`src/rtl/button_events.sv`:
```
// Turns one debounced button level into one-cycle UI events: press, release,
// click, double click, long press and auto-repeat. All outputs are registered.
module button_events #(
    parameter int LONG_DELAY    = 50000000,
    parameter int REPEAT_PERIOD = 10000000,
    parameter int DOUBLE_WINDOW = 25000000
) (
    input  logic clock,
    input  logic reset,
    input  logic clean,
    output logic press_pulse,
    output logic release_pulse,
    output logic click_pulse,
    output logic double_pulse,
    output logic long_pulse,
    output logic repeat_pulse,
    output logic held
);

    typedef enum logic [2:0] {
        IDLE   = 3'd0,
        SHORT  = 3'd1,
        LONG   = 3'd2,
        GAP    = 3'd3,
        SECOND = 3'd4
    } state_t;

    localparam logic [31:0] LONG_LAST   = 32'(LONG_DELAY - 1);
    localparam logic [31:0] REPEAT_LAST = 32'(REPEAT_PERIOD - 1);
    localparam logic [31:0] WINDOW_END  = 32'(DOUBLE_WINDOW);

    state_t      state, state_next;
    logic [31:0] cnt, cnt_next;
    logic        prev;
    logic        rise;
    logic        press_next, release_next, click_next, double_next;
    logic        long_next, repeat_next, held_next;

    assign rise = clean & ~prev;

    always_comb begin
        // NOTE: every output of this block gets a default first, so no path can infer a latch.
        state_next   = state;
        cnt_next     = cnt;
        press_next   = 1'b0;
        release_next = 1'b0;
        click_next   = 1'b0;
        double_next  = 1'b0;
        long_next    = 1'b0;
        repeat_next  = 1'b0;

        case (state)
            IDLE: begin
                if (rise) begin
                    press_next = 1'b1;
                    state_next = SHORT;
                    cnt_next   = 32'd1;
                end
            end
            SHORT, SECOND: begin
                // A release after a first short press opens the double-click window.
                if (!clean) begin
                    release_next = 1'b1;
                    state_next   = (state == SHORT) ? GAP : IDLE;
                    cnt_next     = (state == SHORT) ? 32'd1 : 32'd0;
                end else if (cnt == LONG_LAST) begin
                    long_next  = 1'b1;
                    state_next = LONG;
                    cnt_next   = 32'd0;
                end else begin
                    cnt_next = cnt + 32'd1;
                end
            end
            LONG: begin
                if (!clean) begin
                    release_next = 1'b1;
                    state_next   = IDLE;
                    cnt_next     = 32'd0;
                end else if (cnt == REPEAT_LAST) begin
                    repeat_next = 1'b1;
                    cnt_next    = 32'd0;
                end else begin
                    cnt_next = cnt + 32'd1;
                end
            end
            GAP: begin
                // A rise on the last window edge still counts as a double click.
                if (rise) begin
                    press_next  = 1'b1;
                    double_next = 1'b1;
                    state_next  = SECOND;
                    cnt_next    = 32'd1;
                end else if (cnt == WINDOW_END) begin
                    click_next = 1'b1;
                    state_next = IDLE;
                    cnt_next   = 32'd0;
                end else begin
                    cnt_next = cnt + 32'd1;
                end
            end
            default: begin
                state_next = IDLE;
                cnt_next   = 32'd0;
            end
        endcase

        held_next = (state_next == SHORT) || (state_next == LONG) || (state_next == SECOND);
    end

    always_ff @(posedge clock) begin
        // NOTE: sequential state uses non-blocking assignments so every register samples pre-edge values.
        if (reset) begin
            state         <= IDLE;
            cnt           <= 32'd0;
            prev          <= clean;
            press_pulse   <= 1'b0;
            release_pulse <= 1'b0;
            click_pulse   <= 1'b0;
            double_pulse  <= 1'b0;
            long_pulse    <= 1'b0;
            repeat_pulse  <= 1'b0;
            held          <= 1'b0;
        end else begin
            state         <= state_next;
            cnt           <= cnt_next;
            prev          <= clean;
            press_pulse   <= press_next;
            release_pulse <= release_next;
            click_pulse   <= click_next;
            double_pulse  <= double_next;
            long_pulse    <= long_next;
            repeat_pulse  <= repeat_next;
            held          <= held_next;
        end
    end

endmodule

```
`config.mk`:
```
export PLATFORM = sky130hd
export DESIGN_NAME = button_events
export DESIGN_NICKNAME = d
export VERILOG_FILES = /design/src/rtl/button_events.sv
export SDC_FILE = /design/constraint.sdc
export NUM_CORES = 1
export LEC_CHECK = 0
export ABC_AREA = 1
export CAP_MARGIN = 20
export CORE_MARGIN = 8
export CORE_UTILIZATION = 49
export CTS_CLUSTER_SIZE = 10
export DETAILED_ROUTE_END_ITERATION = 10
export PLACE_DENSITY = 0.66
export SLEW_MARGIN = 20
export SYNTH_ARGS = -nofsm -noshare
export SYNTH_HDL_FRONTEND = slang
export SYNTH_SLANG_ARGS = --single-unit
```
`constraint.sdc`:
```
create_clock -name clock -period 2.1 [get_ports clock]
set_input_delay 0.315 -clock clock [delete_from_list [all_inputs] [get_ports clock]]
set_output_delay 0.315 -clock clock [all_outputs]
set_load 0.01 [all_outputs]
```
Yosys cells after proc, flatten, opt, wreduce, memory -nomap -nowiden
Cells that the tools add are included.
{ "word_totals": {"ff_bits": 43, "in_bits": 3} }
{ "op_classes": {"n_reduce_logical": 12, "n_eq_ne": 11, "addsub": 1, "mux": 22, "bitwise": 8} }
{ "op_table": {"columns": ["cell", "count"], "rows": [
  ["32-bit 2-to-1 mux", 7],
  ["32-bit case mux with 4 select lines", 1],
  ["32-bit by 1-bit adder with 32-bit output, second input constant", 1],
  ["32-bit by 24-bit == test with 1-bit output, second input constant", 1],
  ["32-bit by 25-bit == test with 1-bit output, second input constant", 1],
  ["32-bit by 26-bit == test with 1-bit output, second input constant", 1],
  ["3-bit 2-to-1 mux", 6],
  ["3-bit case mux with 4 select lines", 1],
  ["3-bit OR reduction", 4],
  ["2-bit OR reduction", 5],
  ["3-bit by 2-bit == test with 1-bit output, second input constant", 3],
  ["1-bit inverter", 7],
  ["3-bit by 1-bit == test with 1-bit output, second input constant", 2],
  ["3-bit == test, second input constant", 2],
  ["1-bit 2-to-1 mux", 6],
  ["3-bit zero test", 1],
  ["1-bit logical OR", 2],
  ["2-bit 2-to-1 mux", 1],
  ["2-bit inequality test, second input constant", 1],
  ["1-bit AND", 1]
]} }

Longest topological paths before layout
{ "depth": {"word_depth": 7, "depth_mapped": 14, "mapped_depth_nobuf": 13} }

Least setup slack after synthesis
Ideal clock, no wire load.
{ "synth_path": {"path_kind": "reg-to-reg", "start": "register cnt[0]", "end": "register cnt[17]", "arrival_ps": 1546, "synth_period_minus_slack_ps": 1676, "stages_incl_launch_ff": 12, "setup_slack_ps": 424, "t_required_ps": 1970, "n_path_buf": 1, "cell_sequence": "dfxtp_1 ha_1 nand3_2 inv_2 nand2_1 nor2_1 nand2_1 nand2_1 nand4_4 nand2_4 buf_6 nor3_2"} }
{ "synth_between": {"elab_chain_len": 4} }
{ "synth_rtl": {"columns": ["item", "line", "rtl"], "rows": [
  ["start: declaration", "33", "logic [31:0] cnt, cnt_next;"],
  ["start signal: assignment", "125", "cnt <= cnt_next;"],
  ["32-bit by 1-bit adder with 32-bit output (tied with other cells)", "71, 83, 98", null],
  ["32-bit 2-to-1 mux (on tied branches)", "93, 66, 79", null],
  ["32-bit 2-to-1 mux (on tied branches)", "88, 62, 75", null],
  ["32-bit case mux with 4 select lines (*)", "52", "case (state)"]
]} }
Every way passes the cells marked *; elsewhere a longest branch is shown, timed or not.
A chain may end at the register's enable or synchronous reset.

Worst setup path after layout
{ "layout_path": {"start": "register cnt[14]", "end": "register cnt[20]"} }
The elaborated chain is that of the path after synthesis.

==> impl_metrics.toml <==
[logic_synthesis]
synth.yosys.seq_area_share_pct = 29.8
synth_cells = 484
async_flop_share_pct = 0
synth_common_cells = "121 x nand2_1, 100 x nor2_1, 64 x inv_1, 43 x dfxtp_1, 37 x nand3_1"
yosysTopAreaCell = "dfxtp_1"
syn_nets = 489
synth_edf_count = 0
synth_ff_type = "dfxtp_1"
post-synth-top-count-cell = "nand2_1"
ys_warn_count = 0
synth_area_sq_um = 2890
synth_top_cells_by_area = "dfxtp_1 30%, nand2_1 16%, nor2_1 13%"
yosys_register_bits = 43
synth_top_area_share_pct = 29.8
yosysUniqueCellTypes = 31
syn-mean-instance-area_sq_um = 5.97

[clock_tree]
h-tree-depth = 2
cts_tree = "built"
postCtsSetupBuffers = 0
clockRootBuffer = "clkbuf_8"
clockBufferDepth = 2
hold_buffers = 0
path_clk_slew_ps = 90
numCtsBuffers = 5
clock_latency_ps = 310
cts_sinks = 43

[sta]
fin_setup_tns_ps = 0
fmax_mhz = 518
timing.slew.headroom_pct = 65.7
worst_pin_slew_ps = 514
hold_viol_final = 0
fin_crit_ps = 1930
rsz0062_at_grt = "no"
finalMaxSlewViolations = 0
fin_crit_sh_pct = 92.0
clock_skew_ps = 10.4
setup_violations = 0
timing.final.ws_setup_ps = 169

[floorplanning]
row_count = 28
core-area_sq_um = 5820
ios = 10
die_h_um = 92.8
die_area_sq_um = 8610
die_w_um = 92.8
start_util_pct = 49.7

[grt]
grt_pass1_wl_mm = 13.9
track_usage_pct = 19.8
antenna_found_initial = 0
grt_start_max_net_pins = 16
overflow = 0
grt_pass1_vias = 2996

[finish]
diodes = 0
fill_cells = 633
final_util_pct = 55.8
synthToLayoutAreaGrowth_pct = 12.4
drive_gt1_share_pct = 12.3
nNetsFinal = 510
multiInputGateArea_sq_um = 1740
seqCellArea_sq_um = 862

[worst_setup_path]
required_ps = 2300
crit_path_max_incr_delay_ps = 450
reg2reg_from = "cnt[14]$_SDFFE_PP0P_"
startpoint_type = "register"
startpoint = "cnt[14]$_SDFFE_PP0P_"
worstSetupPathType = "register to register"
arrival_ps = 2130
cp_max_fo = 8
cp_slowest_cell = "dfxtp_1"
worst_setup_path_end_kind = "register"
crit_path_cell_trace = "nand2_1 > nor2_1 > inv_1 > nor3_2 > nand2_1 > nand2_2 > nand4_4 > nand2_4 > nor2_1"

[drt]
dr.pass1.iters = 5
viasPerCell = 5.30
wl_per_cell_um = 14.2
ant_nets = 0
drt_iter0_markers = 239
vias = 3077
drc = 0
routed_wl_mm = 8.24

[outcome]
status = "finished clean"

[placement]
gp_congestion = 0.961
portBuffers = 9
place_hpwl_mm = 6.43
dp_slack_ps = 92.9

[flow_run]
maxCapViolCount = 0

[pwr]
p_per_area_nw_per_um2 = 483
leakage_nw = 1.31
irDropWorstVdd_uv = 344

[worst_hold_path]
min_path_type = "register to register"
hp-start = "cnt[31]$_SDFFE_PP0P_"
-- sequential cells by signal (all words and copies together) (netlist names) --
name / count
cnt: 32
prev: 1
state: 3
repeat_pulse: 1
click_pulse: 1
double_pulse: 1
release_pulse: 1
held: 1
press_pulse: 1
long_pulse: 1
-- path summary, 6_finish.rpt --
check | endpoint | slack (ps) | cells past startpoint
max | cnt[20]$_SDFFE_PP0P_ | 170 | 9
min | cnt[31]$_SDFFE_PP0P_ | 500 | 2
max reg2reg | cnt[20]$_SDFFE_PP0P_ | 170 | 9
min reg2reg | cnt[31]$_SDFFE_PP0P_ | 500 | 2
-- critical path: cells and delay by family, from the launching register on --
kind / cells / cell delay [ps]
buffers and inverters: 1 / 100
flip-flops: 1 / 450
AND/OR/NAND/NOR: 8 / 1270
-- layer usage --
metal  wire [um]  GRT usage (%)  share of wire [%]
met1        3650           24.4                 44
met2        3870           33.1                 47
met3         491           2.35                6.0
met4         226           10.5                2.7
met5           0              0                  0
-- power breakdown --
group,internal [mW],switching [mW]
Sequential,0.825,0.00709
Combinational,0.0666,0.126
Clock,0.232,0.312
Total,1.12,0.445
-- repair_timing --
item | in CTS | in global routing
setup endpoints to repair | 0 | 19
gates resized for setup | 0 | 8
endpoints found under the hold margin | 0 | 0
-- logic make-up (layout without fill, tap and decap cells) --
logic type / Yosys count / after routing / share of synthesized area, %
simple gates: 320 / 321 / 50.6
buf+inv: 80 / 101 / 11.2
flops: 43 / 43 / 29.8
compound gates: 37 / 37 / 6.93
fa+ha+maj: 2 / 2 / 0.866
xor+xnor: 2 / 2 / 0.607
-- final cells by class --
| type | instances | area share, % |
|---|---|---|
| clock buffer | 5 | 2.12 |
| clock inverter | 3 | 0.617 |
| inverter | 72 | 8.32 |
| multi-input combinational | 362 | 53.6 |
| sequential | 43 | 26.6 |
| tap | 75 | 2.89 |
| timing repair buffer | 21 | 5.93 |
-- per-stage QoR --
| stage | power (mW) | instance area (sq um) | instances | hold slack (ps) |
|---|---|---|---|---|
| after detailed placement | 1.03 | 3120 | 572 | 497 |
| final | 1.57 | 3250 | 581 | 499 |
| after global routing | 1.63 | 3250 | 581 | 525 |
| after floorplan | 0.967 | 2890 | 484 | 343 |
| after global placement | 1.03 | 3120 | 572 | 472 |
| after CTS | 1.57 | 3210 | 580 | 510 |
-- cells in the final DEF (no fill, tap or decap), types with 2 or more instances in the layout --
| master | count |
|---|---|
| nor2_2 | 5 |
| nand2_2 | 12 |
| nor4_2 | 2 |
| xor2_1 | 2 |
| clkdlybuf4s50_1 | 9 |
| o21ai_0 | 12 |
| inv_1 | 64 |
| nand2_1 | 119 |
| nand3_2 | 2 |
| nor2_4 | 5 |
| clkinvlp_4 | 2 |
| nor4_1 | 5 |
| o22ai_1 | 2 |
| nor3_1 | 14 |
| nor3_2 | 3 |
| nand4_1 | 17 |
| a21oi_1 | 18 |
| nand3_1 | 37 |
| inv_2 | 8 |
| dfxtp_1 | 42 |
| nor2_1 | 97 |
| buf_4 | 11 |
| clkbuf_8 | 5 |
(Power assumes the default switching activity.)
